<file path="config.mk">
export PLATFORM = sky130hd
export DESIGN_NAME = instr_fetch_unit
export DESIGN_NICKNAME = d
export VERILOG_FILES = /design/src/rtl/instr_fetch_unit.sv
export SDC_FILE = /design/constraint.sdc
export NUM_CORES = 1
export LEC_CHECK = 0
export ABC_CLOCK_PERIOD_IN_PS = 2200
export CAP_MARGIN = 10
export CORE_MARGIN = 4
export CORE_UTILIZATION = 62
export CTS_CLUSTER_SIZE = 20
export DETAILED_ROUTE_END_ITERATION = 10
export DONT_BUFFER_PORTS = 1
export PLACE_DENSITY = 0.78
export SYNTH_ARGS = -nofsm -noshare
export SYNTH_HDL_FRONTEND = slang
export SYNTH_SLANG_ARGS = --single-unit
</file>
<file path="constraint.sdc">
create_clock -name Clock -period 2.2 [get_ports Clock]
set_input_delay 0.44 -clock Clock [delete_from_list [all_inputs] [get_ports Clock]]
set_output_delay 0.44 -clock Clock [all_outputs]
set_load 0.02 [all_outputs]
</file>
<file path="src/rtl/instr_fetch_unit.sv">
// instr_fetch_unit: fetches 16-bit instruction words as two byte reads (lo at PC, hi at PC+1)
// and hands each word downstream over a valid/ready handshake.
module instr_fetch_unit #(
   parameter logic [15:0] START_ADDR = 16'h0000,
   parameter int unsigned TIMEOUT    = 15
) (
   input  logic        Clock,
   input  logic        Reset,
   input  logic        Enable,
   input  logic        PCLoad,
   input  logic [15:0] PCIn,
   output logic        MemReq,
   output logic [15:0] MemAddr,
   input  logic [7:0]  MemData,
   input  logic        MemAck,
   output logic [15:0] IRWord,
   output logic        IRValid,
   input  logic        IRReady,
   output logic [15:0] PC,
   output logic        Timeout
);
   typedef enum logic [1:0] {IDLE, REQ_LO, REQ_HI, HOLD} state_t;
   state_t state, state_nxt;
   logic [7:0] wait_cnt;
   logic in_req, xfer, expire;
   assign in_req  = (state == REQ_LO) || (state == REQ_HI);
   assign MemReq  = in_req;
   assign MemAddr = PC;
   assign xfer    = in_req && MemAck;
   // an ack arriving on the last allowed wait cycle still completes the transfer
   assign expire  = in_req && !MemAck && (wait_cnt == 8'(TIMEOUT - 1));
   always_comb begin
      state_nxt = state;
      if (PCLoad)
         state_nxt = IDLE;
      else
         case (state)
            IDLE:    state_nxt = Enable ? REQ_LO : IDLE;
            REQ_LO:  state_nxt = MemAck ? REQ_HI : (expire ? IDLE : REQ_LO);
            REQ_HI:  state_nxt = MemAck ? HOLD : (expire ? IDLE : REQ_HI);
            HOLD:    state_nxt = IRReady ? (Enable ? REQ_LO : IDLE) : HOLD;
            default: state_nxt = IDLE;
         endcase
   end
   always_ff @(posedge Clock or negedge Reset) begin
      if (!Reset) begin
         state    <= IDLE;
         PC       <= START_ADDR;
         IRWord   <= 16'h0000;
         IRValid  <= 1'b0;
         Timeout  <= 1'b0;
         wait_cnt <= 8'd0;
      end else begin
         state <= state_nxt;
         if (PCLoad) begin
            PC       <= PCIn;
            IRValid  <= 1'b0;
            wait_cnt <= 8'd0;
         end else begin
            if (xfer)
               PC <= PC + 16'd1;
            if (xfer && state == REQ_LO)
               IRWord[7:0] <= MemData;
            if (xfer && state == REQ_HI) begin
               IRWord[15:8] <= MemData;
               IRValid      <= 1'b1;
            end
            if (state == HOLD && IRReady)
               IRValid <= 1'b0;
            if (expire)
               Timeout <= 1'b1;
            wait_cnt <= (in_req && !MemAck && !expire) ? wait_cnt + 8'd1 : 8'd0;
         end
      end
   end
endmodule

</file>
==> impl_metrics.env, run 1 <==
export IMPL_min_path_type="in2reg"
export IMPL_slew_headroom=0.691
export IMPL_internal_power_uw=1230
export IMPL_ys_seq_elements=44
export IMPL_synth_xor_area_frac=0.0703
export IMPL_grt_max_degree=45
export IMPL_seq_area_frac_synth=0.491
export IMPL_dpl_cell_area_sq_um=2280
export IMPL_wire_per_inst_um=17.8
export IMPL_dieArea_sq_um=4650
export IMPL_grt_pass1_wl_um=7340
export IMPL_stdcell_area_sq_um=2390
export IMPL_clock_path_buffers=2
export IMPL_worstSkewPairLatency_ns=0.35
export IMPL_netlist_top_cells_count="dfrtp_1 (44), nand2_1 (22), buf_4 (16), mux2_2 (16), o21ai_0 (15)"
export IMPL_syn_area_sq_um=2240
export IMPL_finalSetupTns_ns=0
export IMPL_yosysMostFrequentCell="dfrtp_1"
export IMPL_status="complete, no violations"
export IMPL_grt_pass1_vias=1601
export IMPL_start_util=0.657
export IMPL_hpwl_um=3430
export IMPL_synth_top_family_by_area="simple AND/OR/NAND/NOR gates"
export IMPL_track_usage=0.217
export IMPL_fin_crit_sh=0.917
export IMPL_synth_fa_ha_area_frac=0.0390
export IMPL_final_cells=262
export IMPL_nNetsFinal=252
export IMPL_cts_reportedPaths_clkPinSlew_ns=0.13
export IMPL_fin_skew_ns=0.00938
export IMPL_fp_row_count=21
export IMPL_area_delta_synth_final_pct=6.53
export IMPL_critPathLaunch="state[0]$_DFF_PN0_"
export IMPL_overflow=0
export IMPL_path_max_fanout=7
export IMPL_io_pins=81
export IMPL_power_frac_seq=0.568
export IMPL_chipWidth_um=68.2
export IMPL_num_antenna_cells=0
export IMPL_ir_drop_v=0.000436
export IMPL_cts_made_buffers=5
export IMPL_htreeDepth=2
export IMPL_p_clk_frac=0.278
export IMPL_crit_arrival_ns=2.31
export IMPL_syn_nets=249
export IMPL_async_flop_share=1.00
export IMPL_die_h_um=68.2
export IMPL_synth_edf_count=0
export IMPL_path_class="reg2reg"
export IMPL_via_per_inst=5.97
export IMPL_place_inst=251
export IMPL_routed_wl_um=4660
export IMPL_cap_violations=0
export IMPL_pwr_share_comb=0.154
export IMPL_synth_mux_area_frac=0.0848
export IMPL_synthTopCellsByArea="dfrtp_1 (49%), mux2_2 (8.0%), buf_4 (5.4%), xor2_1 (4.7%), ha_1 (3.9%)"
export IMPL_yosysWarnings=0
export IMPL_cts_tree="built"
export IMPL_hold_violations=0
export IMPL_drive_above_1_share=0.204
export IMPL_io_buffer_count=0
export IMPL_yosysTopAreaCell="dfrtp_1"
export IMPL_synth_compound_area_frac=0.0664
export IMPL_p_leak_uw=0.00104
export IMPL_switching_share=0.309
export IMPL_synth_simple_gate_area_frac=0.170
export IMPL_cts_root_buf="clkbuf_4"
export IMPL_setup_viol=0
export IMPL_antenna_found_initial=0
export IMPL_synthCells=212
export IMPL_slew_violations=0
export IMPL_drt_iter0_markers=149
export IMPL_crit_path_start_kind="flip-flop"
export IMPL_syn_area_per_cell_sq_um=10.6
export IMPL_dr_pass1_iters=4
export IMPL_worstReg2RegEnd="MemAddr[13]$_DFFE_PN0P_"
export IMPL_p_per_area_nw_per_um2=742
export IMPL_rsz0062_at_grt="false"
export IMPL_synth_cell_types=34
export IMPL_endpoint_kind="flip-flop"
export IMPL_timing_rr_start="state[0]$_DFF_PN0_"
export IMPL_remaining_drc_errors=0
export IMPL_core_sq_um=3420
export IMPL_ys_flop_type="dfrtp_1"
export IMPL_synth_top_area_frac=0.491
export IMPL_reg2reg_depth=6
export IMPL_fin_crit_ns=2.02
export IMPL_cp_required_ns=2.49
export IMPL_place_congestion=0.841
export IMPL_ff2ff_setup_slack_ns=0.18
export IMPL_vias=1564
export IMPL_worstMarginPinSlew_ns=0.464
export IMPL_ant_nets=0
export IMPL_worstSetupEndpoint="MemAddr[13]$_DFFE_PN0P_"
export IMPL_fmax_mhz=496
export IMPL_numClockSinks=44
export IMPL_cts_resized=0
export IMPL_power_switching_uw=548
==> through the flow <==
step | setup WS, ns | hold WS, ns | utilization | total power [uW]
2_1_floorplan | 0.0600 | 0.144 | - | 1240
3_3_place_gp | 0.189 | 0.145 | 0.666 | 1260
3_5_place_dp | 0.0740 | 0.146 | 0.666 | 1280
4_1_cts | 0.0529 | 0.121 | 0.697 | 1790
5_1_grt | 0.102 | 0.110 | 0.700 | 1860
6_report | 0.182 | 0.142 | 0.700 | 1770
==> how the worst min path moves through the flow <==
stage                start                 endpoint  slack [ns]  cells after the start
finish              PCLoad       state[0]$_DFF_PN0_        0.14                      1
global route        PCLoad       state[1]$_DFF_PN0_        0.11                      1
CTS                 PCLoad       state[0]$_DFF_PN0_        0.12                      1
detailed placement   Reset  MemAddr[12]$_DFFE_PN0P_        0.15                      0
global placement     Reset  MemAddr[12]$_DFFE_PN0P_        0.15                      0
floorplan            Reset      IRValid$_DFFE_PN0P_        0.14                      0
==> final cells by class <==
type | count | area [sq um]
inverters | 7 | 26.3
fillers | 268 | 1030
multi-input cells | 139 | 978
clock buffers | 6 | 41.3
flip-flops and latches | 44 | 1100
clock inverters | 2 | 35.0
repair buffers | 18 | 150
well taps | 46 | 57.6
==> routing by layer <==
layer / track usage / routed length [um] / part of all wire
met1: 0.238 / 1780 / 0.38
met2: 0.354 / 2320 / 0.50
met3: 0.100 / 496 / 0.11
met4: 0.104 / 55 / 0.012
met5: 0 / 0 / 0
==> placed cells by master, fill, tap and decap left out, types with 2 or more instances in the layout <==
| cell | n |
|---|---|
| nand4_1 | 7 |
| ha_1 | 6 |
| nor2_1 | 12 |
| nand2_1 | 22 |
| clkbuf_4 | 5 |
| xnor2_1 | 6 |
| nand3_1 | 10 |
| o21ai_0 | 15 |
| buf_4 | 16 |
| xor2_1 | 12 |
| and2_1 | 3 |
| dfrtp_1 | 44 |
| a31oi_1 | 4 |
| o21ai_1 | 2 |
| or3_1 | 3 |
| nand4_4 | 2 |
| nor3_1 | 4 |
| inv_1 | 6 |
| mux2_2 | 16 |
| nor4_1 | 2 |
==> power by group through the flow <==
stage | clock network [uW] | logic (uW) | registers (uW)
after global routing | 540 | 305 | 1020
after floorplan | 0 | 194 | 1050
after CTS | 508 | 273 | 1010
after global placement | 0 | 241 | 1020
after detailed placement | 0 | 251 | 1020
final | 494 | 272 | 1010
==> timing repair <==
item	CTS	global route
hold buffers	2	0
buffers inserted	0	1
endpoints found under the setup margin	0	2
hold endpoints to repair	44	0
==> critical path, cell delays in order, from the launching register on <==
cell     delay [ns]
dfrtp_1        0.40
inv_1          0.10
ha_4           0.29
nand4_4        0.15
or4_4          0.47
or3_1          0.37
a31oi_1        0.18
==> flip-flops by register name, indices dropped and copies added, names as in the netlist <==
name      flops
IRWord       16
MemAddr      16
wait_cnt      8
state         2
IRValid       1
Timeout       1
==> cells by family (layout without fill, tap and decap cells) <==
| group | after synthesis | after routing |
|---|---|---|
| flip-flops | 44 | 44 |
| buffers and inverters | 29 | 33 |
| multiplexers | 17 | 17 |
| AND/OR/NAND/NOR | 71 | 71 |
| XOR/XNOR | 18 | 18 |
| adder cells (fa/ha/maj) | 7 | 7 |
| AO/OA/AOI/OAI | 26 | 26 |
No activity file was read; power rests on OpenSTA's default activity.
==> run 2, diff against run 1 <==
REMOVE_ABC_BUFFERS = 1   (was unset)
==> run 2 against run 1 <==
Sequential share of layout area grew 0.66 points. Worst setup slack got worse by 0.043 ns. Clock power fell by 24%. Flip-flop and latch count did not move. Non-clock buffer count shrank 1. Fmax is 2.1% lower. Clock skew grew 0.0086 ns. Design area shrank 1.4%. Register-to-register slack lost 0.04 ns. Clock-buffer cell count fell by 1. Critical path depth is the same. Highest routed layer unchanged.
==> impl_metrics.env, run 2 (synthesis gave the netlist of run 1 again) <==
export IMPL_reg2reg_depth=6
export IMPL_ant_nets=0
export IMPL_p_leak_uw=0.00102
export IMPL_io_buffer_count=0
export IMPL_dr_pass1_iters=4
export IMPL_final_cells=260
export IMPL_io_pins=81
export IMPL_core_sq_um=3420
export IMPL_worstSkewPairLatency_ns=0.37
export IMPL_numClockSinks=44
export IMPL_clock_path_buffers=2
export IMPL_dpl_cell_area_sq_um=2260
export IMPL_fillers=264
export IMPL_m1WireLength_um=1800
export IMPL_worstHoldPathCells=1
export IMPL_path_class="reg2reg"
export IMPL_chipWidth_um=68.2
export IMPL_highest_layer="met4"
export IMPL_endpoint_kind="flip-flop"
export IMPL_final_util=0.690
export IMPL_routed_wl_um=4660
export IMPL_cts_root_buf="clkbuf_4"
export IMPL_grt_pass1_wl_um=7270
export IMPL_wl_met2_um=2390
export IMPL_track_usage=0.215
export IMPL_cts_reportedPaths_clkPinSlew_ns=0.13
export IMPL_crit_buf_inv=1
export IMPL_via_per_inst=5.95
export IMPL_setup_viol=0
export IMPL_hpwl_um=3400
export IMPL_remaining_drc_errors=0
export IMPL_cp_num_cells=6
export IMPL_status="complete, no violations"
export IMPL_ff2ff_setup_slack_ns=0.14
export IMPL_drt_iter0_markers=86
export IMPL_cts_tree="built"
export IMPL_cp_required_ns=2.49
export IMPL_multi_input_area_sq_um=978
export IMPL_path_max_fanout=7
export IMPL_fin_skew_ns=0.0180
export IMPL_place_inst=250
export IMPL_cpMaxStageDelayCell="or4_4"
export IMPL_crit_arrival_ns=2.35
export IMPL_drive_above_1_share=0.201
export IMPL_die_h_um=68.2
export IMPL_max_stage_delay_ns=0.47
export IMPL_cap_violations=0
export IMPL_timing_rr_start="state[1]$_DFF_PN0_"
export IMPL_worstMarginPinSlew_ns=0.498
export IMPL_htreeDepth=2
export IMPL_start_util=0.657
export IMPL_fp_row_count=21
export IMPL_nNetsFinal=251
export IMPL_cp_top_family="simple AND/OR/NAND/NOR gates"
export IMPL_layout_commonest_cell="dfrtp_1"
export IMPL_regArea_sq_um=1100
export IMPL_critPathLaunch="state[1]$_DFF_PN0_"
export IMPL_grt_pass1_vias=1564
export IMPL_antenna_found_initial=0
export IMPL_ir_drop_v=0.000564
export IMPL_p_per_area_nw_per_um2=704
export IMPL_slew_headroom=0.667
export IMPL_cts_made_buffers=5
export IMPL_worstReg2RegEnd="MemAddr[13]$_DFFE_PN0P_"
export IMPL_slew_violations=0
export IMPL_grt_max_degree=45
export IMPL_dieArea_sq_um=4650
export IMPL_hold_violations=0
export IMPL_vias=1546
export IMPL_area_delta_synth_final_pct=5.02
export IMPL_overflow=0
export IMPL_rsz0062_at_grt="false"
export IMPL_crit_path_start_kind="flip-flop"
export IMPL_layout_common_cells="dfrtp_1 (44), nand2_1 (22), mux2_2 (16)"
export IMPL_fmax_mhz=485
export IMPL_worstSetupEndpoint="MemAddr[13]$_DFFE_PN0P_"
export IMPL_wl_met3_um=403
export IMPL_fin_crit_sh=0.937
export IMPL_path_cells="inv_1 > ha_4 > nand4_4 > or4_4 > or3_1 > a31oi_1"
export IMPL_num_antenna_cells=0
export IMPL_min_path_type="in2reg"
export IMPL_stdcell_area_sq_um=2360
export IMPL_wire_per_inst_um=17.9
export IMPL_place_congestion=0.781
export IMPL_fin_crit_ns=2.06
## run 2: layout make-up
| cell class | instances | area share |
|---|---|---|
| timing repair buffer | 17 | 0.0605 |
| clock buffer | 5 | 0.0159 |
| tap | 46 | 0.0244 |
| sequential | 44 | 0.467 |
| clock inverter | 2 | 0.00531 |
| inverter | 7 | 0.0112 |
| multi-input combinational | 139 | 0.415 |
## run 2: timing repair
action | CTS | global route
buffers inserted | 0 | 1
hold endpoints to repair | 44 | 0
gates cloned | 0 | 0
setup endpoints to repair | 1 | 2
pin swaps | 0 | 1
hold buffers | 2 | 0
gates resized for setup | 1 | 0
## run 2: routing by layer
layer  GRT usage  up-vias
met5           0        -
met4      0.0819        0
met3      0.0854        6
met2       0.377       60
met1       0.232      758
li1            -      722
## run 2: worst reg2reg max path, delay by kind of cell, from the launching register on
kind	cells	cell delay (ns)
compound gates	1	0.20
fa+ha+maj	1	0.30
buf+inv	1	0.10
flops	1	0.40
simple gates	3	0.98
## run 2: power by group
part	internal, uW	leakage [uW]	total [uW]	switching [uW]
clock	117	0.0000271	376	260
combinational	106	0.000423	272	166
sequential	881	0.000568	1010	130
total	1100	0.00102	1660	555
## run 2: how the worst min path moves through the flow
stage	start	end	slack [ns]
CTS	PCLoad	IRValid$_DFFE_PN0P_	0.12
global placement	Reset	MemAddr[12]$_DFFE_PN0P_	0.15
global route	PCLoad	IRValid$_DFFE_PN0P_	0.11
finish	PCLoad	IRValid$_DFFE_PN0P_	0.12
floorplan	Reset	IRValid$_DFFE_PN0P_	0.14
detailed placement	Reset	MemAddr[12]$_DFFE_PN0P_	0.15
## run 2: through the flow
step           TNS, ns  total power, uW  hold slack, ns  setup WS, ns
3_3_place_gp         0             1260           0.145         0.150
3_5_place_dp         0             1280           0.146       0.00594
5_1_grt              0             1740           0.112        0.0288
4_1_cts              0             1670           0.117        0.0309
2_1_floorplan   -0.119             1190           0.144       -0.0525
6_report             0             1660           0.121         0.138
